File: src/rtl/gift_pkg.sv
// rtl/gift_pkg.sv - GIFT cipher constants, index/round helpers and FSM state type
package gift_pkg;

    typedef enum logic {IDLE, RUN} fsm_t;

    // Nibble x of this vector is S(x), so SBOX[4*x +: 4] is the substitution.
    localparam logic [63:0] SBOX = 64'he805_7bd2_93f6_c4a1;

    function automatic int perm_idx(input int i, input int width);
        return 4 * (i / 16) + (width / 4) * ((3 * ((i % 16) / 4) + (i % 4)) % 4) + (i % 4);
    endfunction

    function automatic int rounds_of(input int width);
        return (width == 64) ? 28 : 40;
    endfunction

    function automatic logic [5:0] rc_next(input logic [5:0] rc);
        return {rc[4:0], rc[5] ^ rc[4] ^ 1'b1};
    endfunction

    // k7..k0 <= (k1 >>> 2) || (k0 >>> 12) || k7..k2
    function automatic logic [127:0] key_next(input logic [127:0] k);
        return {k[17:16], k[31:18], k[11:0], k[15:12], k[127:32]};
    endfunction

endpackage

File: src/rtl/gift_round.sv
// rtl/gift_round.sv - one combinational GIFT round: SubCells, PermBits, AddRoundKey/constant
module gift_round
    import gift_pkg::*;
#(
    parameter int WIDTH = 128
) (
    input  logic [WIDTH-1:0] state,
    input  logic [127:0]     kreg,
    input  logic [5:0]       rc,
    output logic [WIDTH-1:0] next
);

    logic [WIDTH-1:0] sub;
    logic [WIDTH-1:0] perm;
    logic [WIDTH-1:0] rk;
    logic [WIDTH-1:0] cm;
    logic             unused_kreg;

    assign unused_kreg = ^kreg;

    for (genvar n = 0; n < WIDTH / 4; n++) begin : g_sub
        assign sub[4*n +: 4] = SBOX[{state[4*n +: 4], 2'b00} +: 4];
    end

    for (genvar i = 0; i < WIDTH; i++) begin : g_perm
        assign perm[perm_idx(i, WIDTH)] = sub[i];
    end

    if (WIDTH == 64) begin : g_rk64
        for (genvar i = 0; i < 16; i++) begin : g_b
            assign rk[4*i +: 4] = {2'b00, kreg[16+i], kreg[i]};
        end
    end else begin : g_rk128
        // U = k5||k4 lands on bit 4i+2, V = k1||k0 on bit 4i+1.
        for (genvar i = 0; i < 32; i++) begin : g_b
            assign rk[4*i +: 4] = {1'b0, kreg[64+i], kreg[i], 1'b0};
        end
    end

    always_comb begin
        cm            = '0;
        cm[WIDTH-1]   = 1'b1;
        cm[23]        = rc[5];
        cm[19]        = rc[4];
        cm[15]        = rc[3];
        cm[11]        = rc[2];
        cm[7]         = rc[1];
        cm[3]         = rc[0];
    end

    assign next = perm ^ rk ^ cm;

endmodule

File: src/rtl/gift_iter_core.sv
// rtl/gift_iter_core.sv - iterative GIFT-64/128 encryption core; GIFT_UNROLL2_EN runs two rounds per cycle
module gift_iter_core
    import gift_pkg::*;
#(
    parameter int WIDTH = 128
) (
    input  logic             clk,
    input  logic             rst,
    input  logic             start,
    input  logic [WIDTH-1:0] pt,
    input  logic [127:0]     key,
    output logic             ready,
    output logic             busy,
    output logic             done,
    output logic [WIDTH-1:0] ct
);

    localparam int ROUNDS = rounds_of(WIDTH);
    localparam int CW     = $clog2(ROUNDS);

    if (WIDTH != 64 && WIDTH != 128) begin : g_bad_width
        $error("gift_iter_core: WIDTH must be 64 or 128");
    end

    fsm_t             fsm;
    logic [WIDTH-1:0] state;
    logic [127:0]     kreg;
    logic [5:0]       rc;
    logic [CW-1:0]    cnt;

    logic [5:0]       rc1;
    logic [WIDTH-1:0] r1;
    logic [WIDTH-1:0] nxt;
    logic [5:0]       rc_adv;
    logic [127:0]     k_adv;

    assign rc1 = rc_next(rc);

    gift_round #(.WIDTH(WIDTH)) u_round0 (
        .state (state),
        .kreg  (kreg),
        .rc    (rc1),
        .next  (r1)
    );

`ifdef GIFT_UNROLL2_EN
    localparam int STEPS = ROUNDS / 2;

    logic [127:0]     k1;
    logic [5:0]       rc2;
    logic [WIDTH-1:0] r2;

    assign k1  = key_next(kreg);
    assign rc2 = rc_next(rc1);

    gift_round #(.WIDTH(WIDTH)) u_round1 (
        .state (r1),
        .kreg  (k1),
        .rc    (rc2),
        .next  (r2)
    );

    assign nxt    = r2;
    assign rc_adv = rc2;
    assign k_adv  = key_next(k1);
`else
    localparam int STEPS = ROUNDS;

    assign nxt    = r1;
    assign rc_adv = rc1;
    assign k_adv  = key_next(kreg);
`endif

    assign ready = (fsm == IDLE);
    assign busy  = (fsm == RUN);

    always_ff @(posedge clk or posedge rst) begin
        if (rst) begin
            fsm   <= IDLE;
            state <= '0;
            kreg  <= '0;
            rc    <= '0;
            cnt   <= '0;
            ct    <= '0;
            done  <= 1'b0;
        end else begin
            done <= 1'b0;
            case (fsm)
                IDLE: begin
                    if (start) begin
                        state <= pt;
                        kreg  <= key;
                        rc    <= 6'h00;
                        cnt   <= '0;
                        fsm   <= RUN;
                    end
                end
                RUN: begin
                    state <= nxt;
                    kreg  <= k_adv;
                    rc    <= rc_adv;
                    cnt   <= cnt + 1'b1;
                    if (cnt == CW'(STEPS - 1)) begin
                        ct   <= nxt;
                        done <= 1'b1;
                        fsm  <= IDLE;
                    end
                end
                default: fsm <= IDLE;
            endcase
        end
    end

endmodule

File: config.mk
export PLATFORM = sky130hd
export DESIGN_NAME = gift_iter_core
export DESIGN_NICKNAME = d
export VERILOG_FILES = /design/src/rtl/gift_pkg.sv /design/src/rtl/gift_round.sv /design/src/rtl/gift_iter_core.sv
export SDC_FILE = /design/constraint.sdc
export NUM_CORES = 1
export LEC_CHECK = 0
export CAP_MARGIN = 20
export CORE_MARGIN = 1.5
export CORE_UTILIZATION = 45
export DETAILED_ROUTE_END_ITERATION = 10
export PLACE_DENSITY_LB_ADDON = 0.1
export SYNTH_ARGS = -nofsm -noshare
export SYNTH_HDL_FRONTEND = slang
export SYNTH_SLANG_ARGS = --single-unit
File: constraint.sdc
create_clock -name clk -period 16.99 [get_ports clk]
set_clock_uncertainty 0.05 [all_clocks]
set_input_delay 5.097 -clock clk [delete_from_list [all_inputs] [get_ports clk]]
set_output_delay 5.097 -clock clk [all_outputs]
set_load 0.01 [all_outputs]
==> impl_results.md <==
* Initial DRT Pass Iterations at 5
* Core ar. at between 0.04 and 0.05 mm^2
* Final Max Slew Viols at 0
* CP Class: reg -> out
* Share of the synthesized area in the top cell type at around 46%
* I/O pin count at 390
* CTS buffer count at 45
* CTS Hold Buffers Added at 0
* Worst rel slew slack at 19.5%
* Clock Tree Root: clkbuf_16
* Fillcell total at 4215
* Ant diodes at 0
* Crit path capture type: output port
* P per Cell Area at 203 mW/mm^2
* Pleak at 12.7 nW
* Non-Filler Instances at 3145
* R2R cell count at 5
* Worst min-delay path category: reg -> reg
* Post-route minimum period at a little over 8000 ps
* Setup TNS at 0 ps
* Resized cells post-CTS at 0
* Critical Path Fanout Max at 61
* P&R area growth vs syn at 25.2%
* DR vias/cell at 5.45
* Die X at 223 um
* Global placement routability congestion at 0.895
* Vias in the first global route at 17000
* Main synth FF type: dfrtp_1
* RSZ-0062 raised after global routing: false
* Pre-CTS WS at 8480 ps
* CTS tree: built
* Final hold slack at 425 ps
* Die height at 223 um
* Synth top cells by count: dfrtp_1 (398), nand2_1 (389), mux2i_1 (254)
* Max Fclk at 0.122 GHz
* #FFs+latches synth at 398
* Dominant cell type by area after synthesis: dfrtp_1
* Clock Sinks at just under 400
* Syn Inst Count at 2213
* Drt drc at 0
* Seq/Total Area, Yosys at 45.7%
* Most numerous cell in the Yosys netlist: dfrtp_1
* H-tree depth at 2
* Max-cap violations at 0
* Post-CTS Setup Inserts at 0
* Crit path required time at ~12000 ps
* Fin. Hold Viols at 0
* DP Cell Count at between 3000 and 4000
* Worst Slack Setup Final at 8820 ps
* Peak supply drop at 0.0000769 V
* Post-synth EDFFs at 0
* Final setup vio count at 0
* DPL Wire Length at about 53 mm
* Synth top area cells: dfrtp_1 (46%), mux2i_1 (12%), nand2_1 (6.7%)
* Largest net degree at the start of global routing at between 200 and 300
* Post-Syn Area per Cell at 9.85 um^2
* Overall routing resource usage at ~28%
* Final nets at 2821
* CP Launch Type: register
* CP arrival at about 3000 ps
* Worst-Skew Late Latency at 580 ps
* Status: finished clean
* Hold Path Depth at 2
* Library cells used by synthesis at 31
* Drt first-iter violations at between 1000 and 1500
* Clock buffer depth at 3
* Routed wire length at around 71 mm
* Worst-path clk slew at ~60 ps
* Syn_nets at around 2500
* Total congestion overflow at 0
* Initial core utilization at 45.7%
* Fin crit share at just under 50%
* Initial antenna violation count at 7
* Via count at ~17000
* Synthesized cell area at 0.0218 mm^2
* Num rows at 80
* Final ANT Viol Nets at 0
* PortBufs at 389
* Drt wl/cell at around 22 um
* Die footprint at 0.0498 mm^2
* Share of layout cells above drive strength 1 at 9.01%
* Async set-reset flop share out of synthesis at 100%
* Tot Pwr at 5.55 mW
* Slew @ Worst Pin at between 1000 and 1500 ps
* Yosys warns at 0
* First-pass GRT wire length at 105 mm
## final cells by class
| type | instances | area, um^2 | area share [%] |
|---|---|---|---|
| multi-input cells | 1582 | 10700 | 39.3 |
| flip-flops and latches | 398 | 9960 | 36.5 |
| repair buffers | 402 | 4060 | 14.9 |
| clock buffers | 71 | 1400 | 5.12 |
| well taps | 615 | 769 | 2.82 |
| inverters | 68 | 264 | 0.967 |
| clock inverters | 9 | 98.8 | 0.362 |
## power breakdown
part / total [mW] / internal, mW / switching, mW
sequential: 1.84 / 1.36 / 0.480
combinational: 2.71 / 1.21 / 1.50
clock: 0.995 / 0.592 / 0.403
total: 5.55 / 3.17 / 2.38
## critical path, stage by stage, from the launching register on
cell and delay [ps]:
dfrtp_4 920, clkinv_2 800, clkdlybuf4s50_1 690
## registers in the layout, summed over array words and instances (netlist names)
name   count
state    128
cnt        6
done       1
ct       128
busy       1
rc         6
kreg     128
## per-stage QoR
step	instance area [um^2]	utilization [%]
after floorplan	21800	-
after global placement	25700	53.9
after detailed placement	25700	53.9
after CTS	27200	57.0
after global routing	27300	57.2
final	27300	57.2
## cell usage in the layout (no fill, tap or decap), drive strengths merged, types with 2 or more instances in the layout
cell and count:
xnor2 136, a21oi 146, dfrtp 398, nor2b 65, nor2 41, buf 14, o211a 42, inv 68
nand2 389, a211oi 64, bufinv 2, clkbuf 71, o21ai 335, mux2i 254, o22ai 2, clkdlybuf4s50 388
clkinv 7, nand3 3, mux2 31, ha 65
## path summary, 6_finish.rpt
kind / endpoint / start / slack (ps)
worst max-delay path: ready / busy / 8820
worst min-delay path: ct[55] / ct[55] / 420
worst max register to register: ct[72] / busy / 13960
worst min register to register: ct[55] / ct[55] / 420
max in group asynchronous: kreg[57] / rst / 9560
min in group asynchronous: ct[48] / rst / 5050
## metal layers
metal  global-route usage, %  vias up  part of all wire [%]
li1                        -     8117                     -
met3                    5.95       94                   6.3
met5                       0        -                  0.12
met2                    44.7      520                    46
met1                    39.4     8398                    45
met4                    8.49       12                   2.8
## cells by family (layout without fill, tap and decap cells)
family	after synthesis	after routing	synth area share [%]
AO/OA/AOI/OAI	592	592	17.2
flip-flops	398	398	45.7
AND/OR/NAND/NOR	503	503	9.49
multiplexers	285	285	13.3
adder cells (fa/ha/maj)	65	65	3.73
buffers and inverters	233	550	5.10
XOR/XNOR	137	137	5.50
Note: power is estimated with default switching activity, not from simulation.
